`src/rtl/lvds_tx_pkg.sv`:
```
// Shared constants, state encoding and frame builder for the LVDS TX serializer.
// A frame is two 16-bit halves: sync pair followed by a left-justified sample field.
package lvds_tx_pkg;

  localparam int FRAME_BITS = 32;
  localparam int HALF_BITS  = FRAME_BITS / 2;
  localparam int FIELD_BITS = HALF_BITS - 2;
  localparam int CNT_W      = 4;

  localparam logic [1:0]       SYNC_I   = 2'b10;
  localparam logic [1:0]       SYNC_Q   = 2'b01;
  localparam logic [CNT_W-1:0] CNT_PULL = 4'd14;
  localparam logic [CNT_W-1:0] CNT_LAST = 4'd15;

  typedef enum logic [1:0] {
    IDLE  = 2'd0,
    PRIME = 2'd1,
    RUN   = 2'd2
  } state_e;

  function automatic logic [FRAME_BITS-1:0] build_frame(
    input logic [FIELD_BITS-1:0] i_field,
    input logic [FIELD_BITS-1:0] q_field
  );
    return {SYNC_I, i_field, SYNC_Q, q_field};
  endfunction

endpackage

```
`src/rtl/lvds_tx.sv`:
```
// LVDS TX framer/serializer: pulls IQ words from the TX FIFO, frames them and
// shifts the frame out two bits per clock into the DDR output register.
module lvds_tx
  import lvds_tx_pkg::*;
#(
  parameter int IQ_WIDTH = 13,
  parameter int I_LSB    = 16,
  parameter int Q_LSB    = 0
) (
  input  logic        i_ddr_clk,
  input  logic        i_reset,
  input  logic        i_tx_enable,
  input  logic        i_clear_underrun,
  input  logic        i_fifo_empty,
  input  logic [31:0] i_fifo_data,
  output logic        o_fifo_pull,
  output logic [1:0]  o_ddr_data,
  output logic        o_busy,
  output logic        o_underrun
);

  state_e                 state_q, state_d;
  logic [FRAME_BITS-1:0]  sr_q, sr_d;
  logic [CNT_W-1:0]       cnt_q, cnt_d;
  logic                   pend_q, pend_d;
  logic                   underrun_q, underrun_d;
  logic                   pull;
  logic                   can_pull;

  logic [IQ_WIDTH-1:0]    i_smp, q_smp;
  logic [FIELD_BITS-1:0]  i_field, q_field;
  logic [FRAME_BITS-1:0]  frame;
  logic                   unused_data;

  // Samples are left-justified in their 14-bit field; low bits become the pad.
  assign i_smp   = i_fifo_data[I_LSB +: IQ_WIDTH];
  assign q_smp   = i_fifo_data[Q_LSB +: IQ_WIDTH];
  assign i_field = FIELD_BITS'(i_smp) << (FIELD_BITS - IQ_WIDTH);
  assign q_field = FIELD_BITS'(q_smp) << (FIELD_BITS - IQ_WIDTH);
  assign frame   = build_frame(i_field, q_field);

  assign unused_data = ^i_fifo_data;
  assign can_pull    = i_tx_enable && !i_fifo_empty;

  always_comb begin
    state_d    = state_q;
    sr_d       = sr_q;
    cnt_d      = cnt_q;
    pend_d     = pend_q;
    underrun_d = underrun_q;
    pull       = 1'b0;

    case (state_q)
      IDLE: begin
        sr_d  = '0;
        cnt_d = '0;
        if (can_pull) begin
          pull    = 1'b1;
          state_d = PRIME;
        end
      end

      PRIME: begin
        sr_d    = frame;
        cnt_d   = '0;
        state_d = RUN;
      end

      RUN: begin
        sr_d  = sr_q << 2;
        cnt_d = cnt_q + 4'd1;
        // Pull one cycle early so the word lands exactly on the frame boundary.
        if (cnt_q == CNT_PULL && can_pull) begin
          pull   = 1'b1;
          pend_d = 1'b1;
        end
        if (cnt_q == CNT_LAST) begin
          pend_d = 1'b0;
          if (pend_q) begin
            sr_d = frame;
          end else if (i_tx_enable) begin
            // Zero frame keeps the 16-cycle cadence while the FIFO starves.
            sr_d       = '0;
            underrun_d = 1'b1;
          end else begin
            sr_d    = '0;
            state_d = IDLE;
          end
        end
      end

      default: begin
        state_d = IDLE;
        sr_d    = '0;
        cnt_d   = '0;
        pend_d  = 1'b0;
      end
    endcase

    if (i_clear_underrun) underrun_d = 1'b0;
  end

  always_ff @(posedge i_ddr_clk) begin
    if (i_reset) begin
      state_q    <= IDLE;
      sr_q       <= '0;
      cnt_q      <= '0;
      pend_q     <= 1'b0;
      underrun_q <= 1'b0;
    end else begin
      state_q    <= state_d;
      sr_q       <= sr_d;
      cnt_q      <= cnt_d;
      pend_q     <= pend_d;
      underrun_q <= underrun_d;
    end
  end

  assign o_fifo_pull = pull && !i_reset;
  assign o_ddr_data  = sr_q[FRAME_BITS-1 -: 2];
  assign o_busy      = (state_q != IDLE);
  assign o_underrun  = underrun_q;

endmodule
```
`config.mk`:
```
export PLATFORM = sky130hd
export DESIGN_NAME = lvds_tx
export DESIGN_NICKNAME = d
export VERILOG_FILES = /design/src/rtl/lvds_tx_pkg.sv /design/src/rtl/lvds_tx.sv
export SDC_FILE = /design/constraint.sdc
export NUM_CORES = 1
export LEC_CHECK = 0
export CAP_MARGIN = 20
export CORE_AREA = 3 3 64 66
export CTS_CLUSTER_DIAMETER = 80
export DETAILED_ROUTE_END_ITERATION = 6
export DIE_AREA = 0 0 67 69
export GPL_ROUTABILITY_DRIVEN = 0
export PLACE_DENSITY = 0.69
export SLEW_MARGIN = 20
export SYNTH_ARGS = -nofsm -noshare
export SYNTH_HDL_FRONTEND = slang
export SYNTH_SLANG_ARGS = --single-unit
```
`constraint.sdc`:
```
create_clock -name i_ddr_clk -period 2.75 [get_ports i_ddr_clk]
set_input_delay 0.825 -clock i_ddr_clk [delete_from_list [all_inputs] [get_ports i_ddr_clk]]
set_output_delay 0.825 -clock i_ddr_clk [all_outputs]
set_load 0.02 [all_outputs]
```
Word-level counts from Yosys, hierarchy flattened
Index checks and enable logic that the tools add are counted.

word-level totals
  register bits = 40
  input port bits = 37
  output and inout port bits = 5
  logic and storage cells = 45

operators by class
  $add $sub $neg = 1
  equality and inequality tests = 9
  muxes and demuxes = 14
  bitwise operators = 3
  reduce and logical (&&, ||, !) cells = 13

operators by type and width
  operator               number
  $mux W32               2
  $pmux W32 S2           1
  $eq A4 B4 Y1 const B   2
  $mux W2                4
  $ne A2 B2 Y1 const B   4
  $reduce_and A4 Y1      2
  $pmux W2 S3            1
  $reduce_or A2 Y1       3
  $add A4 B1 Y4 const B  1
  $mux W1                4
  $pmux W1 S2            2
  $logic_and A1 B1 Y1    3
  $ne A3 B3 Y1 const B   1
  $not A1 Y1             3
  $eq A2 B1 Y1 const B   1
  $eq A2 B2 Y1 const B   1
  $logic_not A1 Y1       2
  $logic_not A2 Y1       1
  $reduce_and A2 Y1      1
  $reduce_bool A2 Y1     1

Longest topological paths before layout
  depth in word-level cells = 6
  gate-level depth with buffers = 8
  gate-level depth less buffers = 5

Least setup slack after synthesis
OpenSTA, ideal clock, no wires.

  path type = input port to output port
  from = input i_tx_enable
  to = output o_fifo_pull
  data arrival time = 1538 ps
  required time = 1925 ps
  setup slack = 387 ps
  cell stages on the path = 4
  buffers on the path = 0
  path through = nor2b_1 and4_2 a22oi_1 nor2_1

between the ends
  word-level cells in the longest chain between the ends = 5
  elaborated cells on any way between the ends = 6
  classes of those cells = mux: 3; reduce/logical: 3

RTL lines
  element                RTL line        RTL
  start: declaration     lvds_tx.sv:12   input logic i_tx_enable,
  $logic_and A1 B1 Y1 *  lvds_tx.sv:43   assign can_pull = i_tx_enable && !i_fifo_empty;
  $logic_and A1 B1 Y1    lvds_tx.sv:73   if (cnt_q == CNT_PULL && can_pull) begin
  $mux W1                lvds_tx.sv:73
  $pmux W1 S2 *          lvds_tx.sv:53   case (state_q)
  $logic_and A1 B1 Y1 *  lvds_tx.sv:119  assign o_fifo_pull = pull && !i_reset;
  end: declaration       lvds_tx.sv:16   output logic o_fifo_pull,

Mark *: on every way between the ends. The rest lies on a longest branch, timed or not.

Worst setup path in the final report
  from = input i_fifo_empty
  to = output o_fifo_pull

between the ends
  word-level cells in the longest chain between the ends = 6
  elaborated cells on any way between the ends = 7
  classes of those cells = mux: 3; reduce/logical: 4

RTL lines
  element                RTL line        RTL
  start: declaration     lvds_tx.sv:14   input logic i_fifo_empty,
  $logic_not A1 Y1 *     lvds_tx.sv:43
  $logic_and A1 B1 Y1 *  lvds_tx.sv:43
  $logic_and A1 B1 Y1    lvds_tx.sv:73
  $mux W1                lvds_tx.sv:73
  $pmux W1 S2 *          lvds_tx.sv:53
  $logic_and A1 B1 Y1 *  lvds_tx.sv:119

Marks and branches as above.

==> results.toml <==
[routing]
dr.first_iter.drc_count = 40
routed_wl_um = 2630
drc = 0
final_antenna_net_count = 0
wl_per_cell_um = 12.5
num_vias = 1014
via_per_inst = 4.83
dr.pass1.iters = 4

[logic_synthesis]
yosysWarnings = 0
synth_nets = 166
ys_async_sr_fraction = 0
synth_seq_cells = 39
syn-cell-area_mm2 = 0.00145
synthCells = 123
synth.area.top_cells = "dfxtp_1, a22o_2, ha_1"
yosysUniqueCellTypes = 32
synth_edf_count = 0
synth_commonest_cells = "dfxtp_1, a22o_2, nor2_1"
avgSynthCellArea_um2 = 11.8
yosysMostFrequentCell = "dfxtp_1"
yosysSeqAreaShare = 0.538
synth-main-ff-cell = "dfxtp_1"
synth_top_area_frac = 0.538
synth_top_area_cell = "dfxtp_1"

[power]
p_leak_nw = 0.767
power_density_mw_per_mm2 = 537
ir_drop_mv = 0.275
p_total_mw = 1.04

[clocking]
clock_path_buffers = 2
cts_tree = "yes"
post-cts-setup-buffer-count = 0
clkLatencyLatePin_ns = 0.28
cts_buffers = 5
numClockSinks = 39
cts_resized = 10
cts_hold_buffers = 0
clkTransAtPathRegs_ns = 0.07
cts_htree_levels = 2
root_buffer = "clkbuf_8"

[die]
num_rows = 22
die_x_um = 67
start_util = 0.399
ios = 42
core_area_mm2 = 0.00363
die_h_um = 69
fp.dieArea_mm2 = 0.00462

[flow_run]
maxCapViolations = 0

[worst_setup_path]
worstPathArrival_ns = 1.79
crit_chain = "dlygate4sd2_1, nor2b_4, and4_4, a22oi_1, nor2_1, buf_4"
slowest_stage = "dlygate4sd2_1"
cp-end-kind = "output port"
worstSetupPathType = "in -> out"
reg2reg_slack_ns = 1.01
r2r-end = "sr_q[23]"
rr_worst_depth = 7
crit_end = "o_fifo_pull"
cp-startpoint = "i_fifo_empty"
worstReg2RegStart = "state_q[0]"
max_stage_delay_ns = 0.26
worstPathMaxFanout = 2
cp-start-kind = "input port"
worstPathRequired_ns = 1.93

[cells_and_area]
antenna_cells = 0
stdcell_count = 210
nets = 204
post-route-util = 0.532
syn_to_final_growth_pct = 33.4
final_area_mm2 = 0.00193
drive_above_1_share = 0.278

[placed_design]
postPlaceCellArea_mm2 = 0.00184
port_buffers = 35
dp_cells = 202
hpwlAfterDp_um = 1850
post-place-ws_ns = -0.599

[timing]
maxSlewHeadroom = 0.686
finalCritPeriodShare = 0.950
rsz0062_at_grt = "false"
worst_pin_slew_ns = 0.467
min_period_ns = 2.61
skew_ns = 0.00502
fin_ws_ns = 0.137
finalHoldViolCount = 0
fmax_mhz = 383
slew_violations = 0
fin_tns_setup_ns = 0
setup_violations = 0
hold_slack_ns = 0.428

[global_route]
antenna_found_initial = 0
grt_max_degree = 30
gr-total-overflow = 0
grt_pass1_wl_um = 4350
grt_pass1_vias = 993
track_usage = 0.123

[outcome]
status = "finished clean"

[hold_path]
hold_class = "reg -> reg"
hold_depth = 1
critical path, delay by kind of cell:
kind,cells,cell delay (ns)
AND/OR/NAND/NOR,3,0.48
AO/OA/AOI/OAI,1,0.06
buffers and inverters,2,0.41
worst min-delay path by stage:
stage	startpoint	endpoint	slack (ns)
4_1_cts	sr_q[13]	sr_q[15]	0.43
3_5_place_dp	sr_q[13]	sr_q[15]	0.41
3_3_place_gp	sr_q[29]	sr_q[31]	0.41
6_report	sr_q[12]	sr_q[14]	0.43
5_1_grt	sr_q[14]	sr_q[16]	0.45
2_1_floorplan	sr_q[12]	sr_q[14]	0.40
state kept, by name (all words and copies together) (netlist names):
register / flops
pend_q: 1
state_q: 2
cnt_q: 4
o_underrun: 1
sr_q: 31
power breakdown:
part	switching, mW	internal, mW	total (mW)
registers	0.00315	0.571	0.574
clock network	0.194	0.176	0.370
logic	0.0339	0.0614	0.0953
cells by family after synthesis:
family / share of synthesized area
and+or+nand+nor: 0.122
buffers and inverters: 0.0552
adders and majority gates: 0.0518
AOI/OAI and AO/OA: 0.221
DFF: 0.538
xor gates and xnor gates: 0.0121
layout make-up:
class                      instances  area (um2)
multi-input combinational         70         603
inverter                           5        18.8
sequential                        39         781
clock inverter                     3        20.0
tap                               48        60.1
fill                             347        1700
clock buffer                       5        68.8
timing repair buffer              40         383
cell usage in the layout, fill, tap and decap left out, drive strengths merged, types with 3 or more instances in the layout:
cell           Yosys  final
inv                5      5
buf                6      6
dfxtp             39     39
nor2               9      9
clkdlybuf4s50      0     32
a21oi              3      3
a22o              24     24
clkbuf             3      5
and2               5      5
ha                 6      6
routing by layer:
metal | wire length, um | GRT usage | part of all wire | vias to the layer above
li1 | - | - | - | 511
met1 | 1260 | 0.166 | 0.48 | 473
met2 | 1210 | 0.176 | 0.46 | 25
met3 | 119 | 0.0358 | 0.045 | 5
met4 | 40 | 0.0608 | 0.015 | 0
met5 | 0 | 0 | 0 | -
(Power assumes the default switching activity.)
